File: src/rtl/cache_fill_fsm_pkg.sv
// Shared constants and types for the cache block-fill controller.
package cache_fill_fsm_pkg;

    localparam int ADDR_W      = 16;
    localparam int DATA_W      = 16;
    localparam int WORDS       = 8;
    localparam int WORD_OFF_W  = $clog2(WORDS);
    localparam int BLOCK_OFF_W = WORD_OFF_W + 1;
    localparam int CNT_W       = WORD_OFF_W + 1;

    typedef enum logic {
        IDLE = 1'b0,
        FILL = 1'b1
    } fill_state_t;

    // Byte offset within the block is cleared; words are two bytes wide.
    function automatic logic [ADDR_W-1:0] block_base(input logic [ADDR_W-1:0] addr);
        logic [ADDR_W-1:0] mask;
        mask = {ADDR_W{1'b1}} << BLOCK_OFF_W;
        return addr & mask;
    endfunction

endpackage

File: src/rtl/cache_fill_fsm_onehot_dec.sv
// Enable-gated binary to one-hot decoder used for the data-array word select.
module onehot_dec #(
    parameter int SEL_W = 3,
    parameter int OUT_W = 1 << SEL_W
) (
    input  logic             en,
    input  logic [SEL_W-1:0] sel,
    output logic [OUT_W-1:0] dec
);

    always_comb begin
        dec = '0;
        if (en) dec[sel] = 1'b1;
    end

endmodule

File: src/rtl/cache_fill_fsm.sv
// Block-fill controller: issues one read per cycle for the missed block and
// writes each returned word into the data array, committing the tag on the last.
module cache_fill_fsm
    import cache_fill_fsm_pkg::*;
(
    input  logic              clk,
    input  logic              rst,
    input  logic              miss_detected,
    input  logic [ADDR_W-1:0] miss_address,
    input  logic [DATA_W-1:0] memory_data,
    input  logic              memory_data_valid,
    output logic              fsm_busy,
    output logic              mem_read,
    output logic [ADDR_W-1:0] memory_address,
    output logic              write_data_array,
    output logic [WORDS-1:0]  word_enable,
    output logic [DATA_W-1:0] fill_data,
    output logic              write_tag_array
);

    fill_state_t       state, state_next;
    logic [CNT_W-1:0]  issue_cnt, issue_next;
    logic [CNT_W-1:0]  recv_cnt, recv_next;
    logic [ADDR_W-1:0] base, base_next;

    always_ff @(posedge clk) begin
        if (rst) begin
            state     <= IDLE;
            issue_cnt <= '0;
            recv_cnt  <= '0;
            base      <= '0;
        end else begin
            state     <= state_next;
            issue_cnt <= issue_next;
            recv_cnt  <= recv_next;
            base      <= base_next;
        end
    end

    always_comb begin
        state_next       = state;
        issue_next       = issue_cnt;
        recv_next        = recv_cnt;
        base_next        = base;
        mem_read         = 1'b0;
        memory_address   = '0;
        write_data_array = 1'b0;
        fill_data        = '0;
        write_tag_array  = 1'b0;

        case (state)
            IDLE: begin
                if (miss_detected) begin
                    base_next  = block_base(miss_address);
                    issue_next = '0;
                    recv_next  = '0;
                    state_next = FILL;
                end
            end
            FILL: begin
                if (issue_cnt < CNT_W'(WORDS)) begin
                    mem_read       = 1'b1;
                    memory_address = base + ADDR_W'({issue_cnt, 1'b0});
                    issue_next     = issue_cnt + CNT_W'(1);
                end
                if (memory_data_valid) begin
                    write_data_array = 1'b1;
                    fill_data        = memory_data;
                    recv_next        = recv_cnt + CNT_W'(1);
                    if (recv_cnt == CNT_W'(WORDS - 1)) begin
                        write_tag_array = 1'b1;
                        issue_next      = '0;
                        recv_next       = '0;
                        state_next      = IDLE;
                    end
                end
            end
            default: state_next = IDLE;
        endcase

        // A fill being abandoned must not touch the arrays or memory in the reset cycle.
        if (rst) begin
            mem_read         = 1'b0;
            memory_address   = '0;
            write_data_array = 1'b0;
            fill_data        = '0;
            write_tag_array  = 1'b0;
        end
    end

    assign fsm_busy = (state == FILL);

    onehot_dec #(
        .SEL_W (WORD_OFF_W),
        .OUT_W (WORDS)
    ) u_word_dec (
        .en  (write_data_array),
        .sel (recv_cnt[WORD_OFF_W-1:0]),
        .dec (word_enable)
    );

endmodule

File: config.mk
export PLATFORM = sky130hd
export DESIGN_NAME = cache_fill_fsm
export DESIGN_NICKNAME = d
export VERILOG_FILES = /design/src/rtl/cache_fill_fsm_pkg.sv /design/src/rtl/cache_fill_fsm_onehot_dec.sv /design/src/rtl/cache_fill_fsm.sv
export SDC_FILE = /design/constraint.sdc
export NUM_CORES = 1
export LEC_CHECK = 0
export BUFFER_PORTS_ARGS = -buffer_cell sky130_fd_sc_hd__buf_2
export CAP_MARGIN = 20
export CORE_AREA = 2 2 55 57
export DETAILED_ROUTE_END_ITERATION = 8
export DIE_AREA = 0 0 57 59
export HOLD_SLACK_MARGIN = 0.1
export PLACE_DENSITY = 0.87
export SLEW_MARGIN = 20
export SYNTH_ARGS = -nofsm -noshare
export SYNTH_HDL_FRONTEND = slang
export SYNTH_SLANG_ARGS = --single-unit
export TNS_END_PERCENT = 100
File: constraint.sdc
create_clock -name clk -period 2.35 [get_ports clk]
set_input_delay 0.3525 -clock clk [delete_from_list [all_inputs] [get_ports clk]]
set_output_delay 0.3525 -clock clk [all_outputs]
set_load 0.01 [all_outputs]
==> results of run 1 <==
-- registers in the layout, indices dropped and copies added (netlist names) --
signal and flops:
issue_cnt 4, base 12, recv_cnt 4, fsm_busy 1
-- area by class of cell --
cell class | count | share of cell area
multi-input combinational | 123 | 0.4321
clock buffer | 3 | 0.01422
tap | 31 | 0.02449
clock inverter | 1 | 0.003160
timing repair buffer | 78 | 0.2528
sequential | 21 | 0.2654
inverter | 2 | 0.007899
-- per-layer routing --
metal | wire length (um) | vias to the layer above
li1 | - | 662
met1 | 1159 | 575
met2 | 1530 | 46
met3 | 208 | 2
met4 | 18 | 0
met5 | 0 | -
-- cells by family (layout without fill, tap and decap cells) --
group           after synthesis  count (layout)  synth area share
other cells                   1               1          0.003182
flops                        21              21            0.3567
simple gates                 92              92            0.4194
buf+inv                      12              84           0.06263
compound gates               27              27            0.1263
fa+ha+maj                     3               3           0.03185
-- per-stage QoR --
stage	area (um2)	total power, uW
after floorplan	1179	460.1
after global placement	1556	509.1
after detailed placement	1556	514.4
after CTS	1584	685.1
after global routing	1584	719.4
final	1584	675.6
-- cells in the final DEF, fill, tap and decap left out --
master    instances
nand2_2           1
inv_1             1
or3_1             2
dfxtp_1          21
nand2b_1          4
or4_1             1
a32oi_1           1
nand2_1          27
clkinv_4          1
nand3_1           6
nor4_1            1
ha_1              3
or2_1             1
and2_1           31
o21ai_0           3
nor3_2            1
buf_4             4
and3_1            1
a21oi_1          19
buf_2            74
o211ai_1          1
nor3_1            4
nor3b_1           1
nor2_1            6
and3b_1           2
conb_1            1
a31oi_1           2
a311o_1           1
clkbuf_4          3
nand4b_1          1
nand4_1           1
clkinv_2          1
nor2b_1           1
-- power by group through the flow --
stage | registers, uW | logic [uW] | clock network, uW
after floorplan | 391 | 69.3 | 0
after global placement | 391 | 118 | 0
after detailed placement | 392 | 122 | 0
after CTS | 384 | 122 | 179
after global routing | 387 | 135 | 197
final | 384 | 121 | 171
-- worst max-delay path by stage --
| stage | slack, ns | end | cells after the start | start |
|---|---|---|---|---|
| 3_5_place_dp | 0.53 | word_enable[4] | 7 | memory_data_valid |
| 4_1_cts | 0.30 | word_enable[4] | 6 | fsm_busy$_SDFF_PP0_ |
| 6_report | 0.32 | word_enable[4] | 6 | fsm_busy$_SDFF_PP0_ |
| 3_3_place_gp | 0.59 | word_enable[4] | 7 | memory_data_valid |
| 5_1_grt | 0.19 | word_enable[4] | 6 | fsm_busy$_SDFF_PP0_ |
| 2_1_floorplan | 0.72 | word_enable[0] | 4 | fsm_busy$_SDFF_PP0_ |
-- worst max-delay path, cell delays in order (launching register included) --
cell and delay, ns:
dfxtp_1 0.41, nand2_2 0.11, or2_1 0.32, clkinv_4 0.13, nand2_1 0.11, nor3_2 0.14, buf_2 0.15
==> metrics.md, run 1 <==
| Metric | Value |
|---|---|
| Fin crit period | a little over 2 ns |
| P_int | between 400 and 500 uW |
| Hold EP | base[8]$_SDFFE_PP0P_ |
| DRT iter0 DRCs | 25 |
| Unrepaired setup endpoints after global routing | no |
| Maximum clock path buffer count | 2 |
| Fin crit share | 0.8645 |
| Yosys top cell area share | 0.3567 |
| GR Util met2 | 0.3120 |
| Busiest grt layer | met2 |
| Antenna-violating nets left | 0 |
| Syn Area/Cell | around 7.6 um2 |
| Multi-input logic area | approximately 680 um2 |
| Synthesized instance count | about 160 |
| Core area | between 2000 and 3000 um2 |
| Max_cap viols | 0 |
| FF-to-FF setup slack | approximately 0.83 ns |
| Area growth, synth to finish | 34.40% |
| Routed Wire Length | between 2000 and 3000 um |
| Reg2reg end | recv_cnt[3]$_SDFFE_PP0P_ |
| Fill count | between 200 and 300 |
| Critical path class | reg2out |
| Mapped cell area | about 1200 um2 |
| Post-synth EDFFs | 0 |
| CTS Buf Count | 3 |
| Sequential share of the synthesized area | 0.3567 |
| Yosys warns | 0 |
| Hold wc startpoint | miss_address[8] |
| Syn Nets | 195 |
| Initial Utilization | 0.4349 |
| Worst clock skew | between 0.006 and 0.007 ns |
| Synth async-reset ratio | 0 |
| Fmax | 0.4922 GHz |
| Logic pwr share | 0.179 |
| Cell area power density | 426.5 nW/um2 |
| Postcts setup bufs | 0 |
| Sw frac | 0.2731 |
| Share of layout cells above drive strength 1 | 0.3728 |
| Height of the die | slightly below 60 um |
| Hold buffers post-CTS | 0 |
| Biggest area consumer among synthesized cells | dfxtp_1 |
| Clock Latency Late Sink | 0.30 ns |
| VDD IR-drop max | ~0.33 mV |
| RR Startpoint | fsm_busy$_SDFF_PP0_ |
| Vias per cell | just under 5 |
| Final nets | about 270 |
| Final setup fails | 0 |
| GPL Wtd Cong | ~0.77 |
| Largest net degree at the start of global routing | 20 |
| Register area | 420.4 um2 |
| Final Non-Filler Cells | around 260 |
| Die ar. | approximately 3400 um2 |
| P_sw | ~180 uW |
| DIE WIDTH | roughly 57 um |
| Initial antenna violation count | 0 |
| DRC errors left | 0 |
| CTS tree | done |
| Top_reg_cell synth | dfxtp_1 |
| GRT Overall Usage | 0.1735 |
| Lkg Pwr | about 0.0008 uW |
| N_diodes | 0 |
| FP Rows | 19 |
| Worst Hold Slack | ~0.27 ns |
| Register share of total power | 0.568 |
| Avg WL per Cell | ~11 um |
| Ports | 80 |
| Root Buffer | clkbuf_4 |
| Most frequent cells after synthesis | and2_1, nand2_1, dfxtp_1 |
| Final WS setup | 0.3184 ns |
| Post-Place Setup Slack | approximately 0.53 ns |
| Critical path data arrival time | ~1.7 ns |
| Top-count cell post-synth | and2_1 |
| Worst hold stages | 3 |
| Gr ovfl total | 0 |
| Clock share of power | 0.253 |
| Rel. slew slack | 0.6151 |
| Hold WC Path Type | in2reg |
| Vias in the first global route | ~1100 |
| Outcome | finished clean |
| I/O Buffers | 74 |
| Synth area leaders | dfxtp_1, and2_1, nand2_1 |
| Routing usage on met3 | 0.03493 |
| Synth cell types | 34 |
| PostCTS Resize Cnt | 0 |
| HPWL Detailed | 2248 um |
| H-tree depth | 1 |
| Pre-antenna DRT Iters | 4 |
| Critical Path Start Type | flop |
| Met1 Track Usage GR | 0.1984 |
| CP required | ~2 ns |
| Via Count | roughly 1300 |
| Sum Neg Setup Slack | 0 ns |
| Final core occ | 0.5845 |
| Slew @ Worst Pin | 0.5773 ns |
| Crit end category | output port |
| Worst reg-to-reg path cell count | 4 |
| Placed cells | around 260 |
| Crit path max fanout | 19 |
| Hold Vio Cnt, Final | 0 |
| Yosys reg bits | 21 |
| CTS sink count | 21 |
| First-pass GRT wire length | between 4000 and 5000 um |
| Clock transition at path regs | between 0.1 and 0.15 ns |
| Slew Viols, Final | 0 |
Note: power is estimated with default switching activity, not from simulation.
==> inputs of run 2 (changes only) <==
--- a/config.mk
+++ b/config.mk
@@ -8,12 +8,15 @@
 export BUFFER_PORTS_ARGS = -buffer_cell sky130_fd_sc_hd__buf_2
 export CAP_MARGIN = 20
 export CORE_AREA = 2 2 55 57
+export CTS_BUF_LIST = sky130_fd_sc_hd__clkbuf_8 sky130_fd_sc_hd__clkbuf_16
+export CTS_CLUSTER_SIZE = 16
 export DETAILED_ROUTE_END_ITERATION = 8
 export DIE_AREA = 0 0 57 59
 export HOLD_SLACK_MARGIN = 0.1
-export PLACE_DENSITY = 0.87
+export PLACE_DENSITY = 0.88
 export SLEW_MARGIN = 20
 export SYNTH_ARGS = -nofsm -noshare
 export SYNTH_HDL_FRONTEND = slang
+export SYNTH_HIERARCHICAL = 1
 export SYNTH_SLANG_ARGS = --single-unit
 export TNS_END_PERCENT = 100
==> run 2 against run 1 <==
  * Synthesized cell count is 1.9% lower
  * Setup slack got worse by 0.023 ns
  * Maximum frequency down 1.1%
  * Routed wire length is 1.6% lower
  * Clock skew shrank 0.0043 ns
  * Clock power grew 35%
  * Worst hold slack improved by 0.050 ns
  * Count of clock-buffer cells in the layout unchanged
  * Total power rose by 8.6%
  * First-iteration DRC count increased by 60%
  * Critical path type unchanged
  * Largest cell class unchanged
==> metrics.md, run 2 <==
| Metric | Value |
|---|---|
| Outcome | finished clean (unchanged) |
| Most frequent cells in the layout | buf_2, and2_1, nand2_1 (unchanged) |
| Lkg Pwr | 0.0008377 uW (was 0.0008158 uW) |
| H-tree depth | 1 (unchanged) |
| Pre-antenna DRT Iters | 4 (unchanged) |
| Worst Hold Slack | 0.3201 ns (was 0.2700 ns) |
| Most frequent cells after synthesis | and2_1, nand2_1, dfxtp_1 (unchanged) |
| Biggest area consumer among synthesized cells | dfxtp_1 (unchanged) |
| Critical Path Start Type | flop (unchanged) |
| Initial antenna violation count | 0 (unchanged) |
| Hold Vio Cnt, Final | 0 (unchanged) |
| GPL Wtd Cong | 0.7794 (was 0.7671) |
| Post-synth EDFFs | 0 (unchanged) |
| Placed Area | 1607 um2 (was 1556 um2) |
| Synthesized instance count | 153 (was 156) |
| HPWL Detailed | 2129 um (was 2248 um) |
| Initial Utilization | 0.4451 (was 0.4349) |
| Synth cell types | 34 (unchanged) |
| Ports | 80 (unchanged) |
| Maximum clock path buffer count | 2 (unchanged) |
| GRT Overall Usage | 0.1745 (was 0.1735) |
| Via Count | 1317 (was 1285) |
| Clock transition at path regs | 0.07 ns (was 0.12 ns) |
| Crit end category | output port (unchanged) |
| Final nets | 266 (was 268) |
| Hold buffers post-CTS | 0 (unchanged) |
| Yosys reg bits | 21 (unchanged) |
| Fin crit period | 2.055 ns (was 2.032 ns) |
| Top_reg_cell synth | dfxtp_1 (unchanged) |
| N_diodes | 0 (unchanged) |
| Routed Wire Length | 2868 um (was 2916 um) |
| DIE WIDTH | 57 um (unchanged) |
| Synth async-reset ratio | 0 (unchanged) |
| Area growth, synth to finish | 36.93% (was 34.40%) |
| Commonest non-fill, non-tap cell in the layout | buf_2 (unchanged) |
| Vias in the first global route | 1066 (was 1113) |
| Fmax | 0.4867 GHz (was 0.4922 GHz) |
| Synth area leaders | dfxtp_1, and2_1, nand2_1 (unchanged) |
| Core area | 2710 um2 (unchanged) |
| Max incr delay on CP | 0.46 ns (was 0.41 ns) |
| Crit path max fanout | 12 (was 19) |
| Antenna-violating nets left | 0 (unchanged) |
| FF-to-FF setup slack | 0.79 ns (was 0.83 ns) |
| Gr ovfl total | 0 (unchanged) |
| Largest Register | base (unchanged) |
| Critical-path top delay cell | nor3b_1 (was dfxtp_1) |
| Sum Neg Setup Slack | 0 ns (unchanged) |
| DRC errors left | 0 (unchanged) |
| Height of the die | 59 um (unchanged) |
| Largest net degree at the start of global routing | 26 (was 20) |
| Syn Area/Cell | 7.883 um2 (was 7.555 um2) |
| Critical path, cell by cell | nor3b_1 > buf_4 > and2_1 > buf_2 (was nand2_2 > or2_1 > clkinv_4 > nand2_1 > nor3_2 > buf_2) |
| I/O Buffers | 74 (unchanged) |
| Top-count cell post-synth | and2_1 (unchanged) |
| Fin crit share | 0.8744 (was 0.8645) |
| Clock Latency Late Sink | 0.26 ns (was 0.30 ns) |
| CTS sink count | 21 (unchanged) |
| Rel. slew slack | 0.5977 (was 0.6151) |
| Yosys top cell area share | 0.3485 (was 0.3567) |
| Final setup fails | 0 (unchanged) |
| Worst hold stages | 3 (unchanged) |
| Slew @ Worst Pin | 0.6034 ns (was 0.5773 ns) |
| VDD IR-drop max | 0.5664 mV (was 0.3266 mV) |
| Hold WC Path Type | in2reg (unchanged) |
| Max_cap viols | 0 (unchanged) |
| Worst clock skew | 0.002014 ns (was 0.006330 ns) |
| Avg WL per Cell | 11.16 um (was 11.26 um) |
| Crit. path cell count | 4 (was 6) |
| CP required | 2.00 ns (about the same) |
| CTS Buf Count | 3 (unchanged) |
| Syn Nets | 192 (was 195) |
| CP bufs+invs | 2 (unchanged) |
| Share of layout cells above drive strength 1 | 0.4071 (was 0.3728) |
| Reg2reg end | recv_cnt[3]$_SDFFE_PP0P_ (unchanged) |
| Hold wc startpoint | miss_address[9] (was miss_address[8]) |
| Vias per cell | 5.125 (was 4.961) |
| First-pass GRT wire length | 4588 um (was 4567 um) |
| Critical path data arrival time | 1.70 ns (was 1.68 ns) |
| Postcts setup bufs | 0 (unchanged) |
| Slew Viols, Final | 0 (unchanged) |
| CTS tree | done (unchanged) |
| FP Rows | 19 (unchanged) |
| Max reg flops | 12 (unchanged) |
| Unrepaired setup endpoints after global routing | no (unchanged) |
| Final Power | 733.9 uW (was 675.6 uW) |
| Root Buffer | clkbuf_8 (was clkbuf_4) |
| PostCTS Resize Cnt | 0 (unchanged) |
| Hold EP | base[9]$_SDFFE_PP0P_ (was base[8]$_SDFFE_PP0P_) |
| Yosys warns | 6 (was 0) |
| DRT iter0 DRCs | 40 (was 25) |
| Biggest regs | base: 12 flops, issue_cnt: 4 flops, recv_cnt: 4 flops (unchanged) |
| Critical path class | reg2out (unchanged) |
| Cell area power density | 444.4 nW/um2 (was 426.5 nW/um2) |
| Crit-path leading delay family | simple AND/OR/NAND/NOR gates (unchanged) |
| Mapped cell area | 1206 um2 (was 1179 um2) |
| RR Startpoint | fsm_busy$_SDFF_PP0_ (unchanged) |
| Sequential share of the synthesized area | 0.3485 (was 0.3567) |
| Post-route cell area | 1652 um2 (was 1584 um2) |
| Die ar. | 3363 um2 (unchanged) |
| Worst reg-to-reg path cell count | 4 (unchanged) |
[run 2: cell count changes after synthesis, moves of 3 or more]
cell      delta
clkbuf_1     +4
and4bb_2     +3
nor2_1       -3
and4b_2      +3
nor3_1       -3
[run 2: layer usage]
metal  part of all wire  vias up  GRT usage
li1                   -      672          -
met1               0.41      596     0.1959
met2               0.51       45     0.3153
met3              0.080        4    0.05022
met4             0.0087        0    0.06312
met5                  0        -          0
[run 2: power by group]
| group | switching [uW] | leakage, uW | total [uW] | internal [uW] |
|---|---|---|---|---|
| Clock | 113 | 0.0000269 | 230 | 116 |
| Combinational | 64.1 | 0.000639 | 120 | 55.6 |
| Sequential | 12.0 | 0.000172 | 384 | 372 |
[run 2: logic make-up after synthesis]
| group | count (synthesis) | synth area share |
|---|---|---|
| AOI/OAI and AO/OA | 25 | 0.1183 |
| adders and majority gates | 3 | 0.03112 |
| buffers and inverters | 12 | 0.04460 |
| DFF | 21 | 0.3485 |
| other | 1 | 0.003109 |
| and+or+nand+nor | 91 | 0.4544 |
[run 2: worst max path at each step]
| stage | start | end | slack [ns] |
|---|---|---|---|
| after floorplan | fsm_busy$_SDFF_PP0_ | word_enable[0] | 0.60 |
| after global placement | rst | memory_address[11] | 0.53 |
| after detailed placement | rst | memory_address[13] | 0.47 |
| after CTS | fsm_busy$_SDFF_PP0_ | memory_address[10] | 0.30 |
| after global routing | fsm_busy$_SDFF_PP0_ | memory_address[10] | 0.18 |
| final | fsm_busy$_SDFF_PP0_ | memory_address[10] | 0.30 |
[run 2: final cells by class]
cell class / count / area, um2
clock buffer: 3 / 41.29
sequential: 21 / 420.4
fill: 253 / 1059
clock inverter: 1 / 3.754
inverter: 2 / 7.507
tap: 31 / 38.79
timing repair buffer: 79 / 407.9
multi-input combinational: 120 / 732.0
[run 2: worst reg2reg max path, delay by kind of cell, from the launching register on]
family          cells  cell delay (ns)
simple gates        2             0.65
flops               1             0.44
buf+inv             1             0.22
compound gates      1             0.18
[run 2: stage by stage]
stage	setup WS (ns)	cells	util
2_1_floorplan	0.5970	153	-
3_3_place_gp	0.5270	253	0.5928
3_5_place_dp	0.4716	253	0.5928
4_1_cts	0.3032	257	0.6094
5_1_grt	0.1804	257	0.6094
6_report	0.2951	257	0.6094
==> inputs of run 3 (changes only) <==
--- a/config.mk
+++ b/config.mk
@@ -6,14 +6,15 @@
 export NUM_CORES = 1
 export LEC_CHECK = 0
 export BUFFER_PORTS_ARGS = -buffer_cell sky130_fd_sc_hd__buf_2
-export CAP_MARGIN = 20
-export CORE_AREA = 2 2 55 57
+export CELL_PAD_IN_SITES_DETAIL_PLACEMENT = 2
+export CELL_PAD_IN_SITES_GLOBAL_PLACEMENT = 2
+export CORE_AREA = 2 2 78 80
 export CTS_BUF_LIST = sky130_fd_sc_hd__clkbuf_8 sky130_fd_sc_hd__clkbuf_16
 export CTS_CLUSTER_SIZE = 16
 export DETAILED_ROUTE_END_ITERATION = 8
-export DIE_AREA = 0 0 57 59
+export DIE_AREA = 0 0 80 82
 export HOLD_SLACK_MARGIN = 0.1
-export PLACE_DENSITY = 0.88
+export PLACE_DENSITY = 0.85
 export SLEW_MARGIN = 20
 export SYNTH_ARGS = -nofsm -noshare
 export SYNTH_HDL_FRONTEND = slang
==> run 3 against run 2 <==
  * Clock power up 2%
  * Total power up 1.4%
  * Sequential share of layout area down 0.86 points
  * Routed wire length up 36%
  * Critical path depth unchanged
  * Critical path type unchanged
  * Critical endpoint is now word_enable[5]
  * Largest cell class unchanged
==> metrics.md, run 3 (synthesis gave the netlist of run 2 again) <==
| Metric | Value |
|---|---|
| Slew Viols, Final | 0 (unchanged) |
| Placed cells | 297 (was 253) |
| Max reg flops | 12 (unchanged) |
| Vias per cell | 4.575 (was 5.125) |
| Ports | 80 (unchanged) |
| Vias in the first global route | 1325 (was 1066) |
| Slew @ Worst Pin | 0.6732 ns (was 0.6034 ns) |
| Biggest regs | base: 12 flops, issue_cnt: 4 flops, recv_cnt: 4 flops (unchanged) |
| Hold Vio Cnt, Final | 0 (unchanged) |
| Max_cap viols | 0 (unchanged) |
| Crit path max fanout | 25 (was 12) |
| FP Rows | 28 (was 19) |
| Final nets | 266 (unchanged) |
| I/O Buffers | 74 (unchanged) |
| CTS tree | done (unchanged) |
| PostCTS Resize Cnt | 1 (was 0) |
| DIE WIDTH | 80 um (was 57 um) |
| Rel. slew slack | 0.5507 (was 0.5977) |
| Pre-antenna DRT Iters | 4 (unchanged) |
| Crit end category | output port (unchanged) |
| GRT Overall Usage | 0.1198 (was 0.1745) |
| CTS sink count | 21 (unchanged) |
| Clock transition at path regs | 0.08 ns (was 0.07 ns) |
| CP required | 2.00 ns (about the same) |
| Via Count | 1377 (was 1317) |
| DRC errors left | 0 (unchanged) |
| Final Power | 744.4 uW (was 733.9 uW) |
| Die ar. | 6560 um2 (was 3363 um2) |
| Sw frac | 0.2681 (was 0.2581) |
| N_diodes | 0 (unchanged) |
| Unrepaired setup endpoints after global routing | no (unchanged) |
| Final WS setup | 0.2543 ns (was 0.2951 ns) |
| Antenna-violating nets left | 0 (unchanged) |
| Sum Neg Setup Slack | 0 ns (unchanged) |
| DRT iter0 DRCs | 57 (was 40) |
| Largest Register | base (unchanged) |
| GPL Wtd Cong | 0.7269 (was 0.7794) |
| P_sw | 199.5 uW (was 189.4 uW) |
| Routed Wire Length | 3895 um (was 2868 um) |
| First-pass GRT wire length | 6272 um (was 4588 um) |
| Final setup fails | 0 (unchanged) |
| Gr ovfl total | 0 (unchanged) |
| Height of the die | 82 um (was 59 um) |
| Share of layout cells above drive strength 1 | 0.4115 (was 0.4071) |
| Lkg Pwr | 0.0008374 uW (was 0.0008377 uW) |
| HPWL Detailed | 2978 um (was 2129 um) |
| Hold buffers post-CTS | 0 (unchanged) |
| Critical path class | reg2out (unchanged) |
| Commonest non-fill, non-tap cell in the layout | buf_2 (unchanged) |
| Placed Area | 1662 um2 (was 1607 um2) |
| P_int | 544.8 uW (was 544.5 uW) |
| Most frequent cells in the layout | buf_2, and2_1, nand2_1 (unchanged) |
| Fin crit share | 0.8918 (was 0.8744) |
| Clock share of power | 0.315 (was 0.313) |
| Fmax | 0.4772 GHz (was 0.4867 GHz) |
| Outcome | finished clean (unchanged) |
| CTS Buf Count | 3 (unchanged) |
| Avg WL per Cell | 12.94 um (was 11.16 um) |
| Critical path data arrival time | 1.74 ns (was 1.70 ns) |
| Post-route cell area | 1709 um2 (was 1652 um2) |
| Initial Utilization | 0.2099 (was 0.4451) |
| Logic pwr share | 0.170 (was 0.163) |
| Core area | 5746 um2 (was 2710 um2) |
| Register share of total power | 0.515 (was 0.524) |
| Largest net degree at the start of global routing | 26 (unchanged) |
| Fin crit period | 2.096 ns (was 2.055 ns) |
| Critical Path Start Type | flop (unchanged) |
| H-tree depth | 1 (unchanged) |
| Maximum clock path buffer count | 2 (unchanged) |
| Root Buffer | clkbuf_8 (unchanged) |
| VDD IR-drop max | 0.3139 mV (was 0.5664 mV) |
| Worst clock skew | 0.002468 ns (was 0.002014 ns) |
| Post-Place Setup Slack | -0.03275 ns (was 0.4716 ns) |
| Initial antenna violation count | 0 (unchanged) |
| Cell area power density | 435.5 nW/um2 (was 444.4 nW/um2) |
| Area growth, synth to finish | 41.70% (was 36.93%) |
| Hold WC Path Type | in2reg (unchanged) |
| Final Non-Filler Cells | 301 (was 257) |
| Postcts setup bufs | 0 (unchanged) |
| Fill count | 702 (was 253) |
| Clock Latency Late Sink | 0.26 ns (about the same) |
## run 3: cell counts in the layout (fill, tap and decap cells not counted)
No cell type changed its count.
## run 3: area by class of cell
class / instances / area [um2] / area share
multi-input combinational: 120 / 734.5 / 0.4297
sequential: 21 / 420.4 / 0.2460
inverter: 2 / 7.507 / 0.004392
timing repair buffer: 79 / 407.9 / 0.2387
tap: 75 / 93.84 / 0.05490
clock buffer: 3 / 41.29 / 0.02416
clock inverter: 1 / 3.754 / 0.002196
## run 3: worst max-delay path: stages, from the launching register on
cell     delay (ns)
dfxtp_1        0.36
nand2_2        0.12
nor2_2         0.54
and4b_2        0.34
buf_2          0.12
## run 3: power by group through the flow
stage	registers (uW)	logic, uW	clock network [uW]
after detailed placement	393	130	0
final	384	126	234
after global placement	391	126	0
after CTS	384	131	248
after global routing	387	146	264
after floorplan	391	68.7	0
## run 3: path summary, 6_finish.rpt
path | startpoint | endpoint | slack (ns) | cells past startpoint
worst max-delay path | fsm_busy$_SDFF_PP0_ | word_enable[5] | 0.25 | 4
worst min-delay path | miss_address[14] | base[14]$_SDFFE_PP0P_ | 0.33 | 3
worst max register to register | recv_cnt[0]$_SDFFE_PP0P_ | issue_cnt[0]$_SDFFE_PP0P_ | 0.74 | 4
worst min register to register | base[8]$_SDFFE_PP0P_ | base[8]$_SDFFE_PP0P_ | 0.46 | 2
## run 3: layer usage
| metal | wire length, um | vias to the layer above | track usage |
|---|---|---|---|
| met2 | 2049 | 36 | 0.2292 |
| li1 | - | 673 | - |
| met1 | 1612 | 666 | 0.1402 |
| met5 | 0 | - | 0 |
| met4 | 26 | 0 | 0.02034 |
| met3 | 207 | 2 | 0.02198 |
## run 3: per-stage QoR
step           hold slack, ns    util
3_3_place_gp           0.4379  0.2892
3_5_place_dp           0.4531  0.2892
4_1_cts                0.3232  0.2975
2_1_floorplan          0.4317       -
6_report               0.3287  0.2975
5_1_grt                0.3377  0.2975
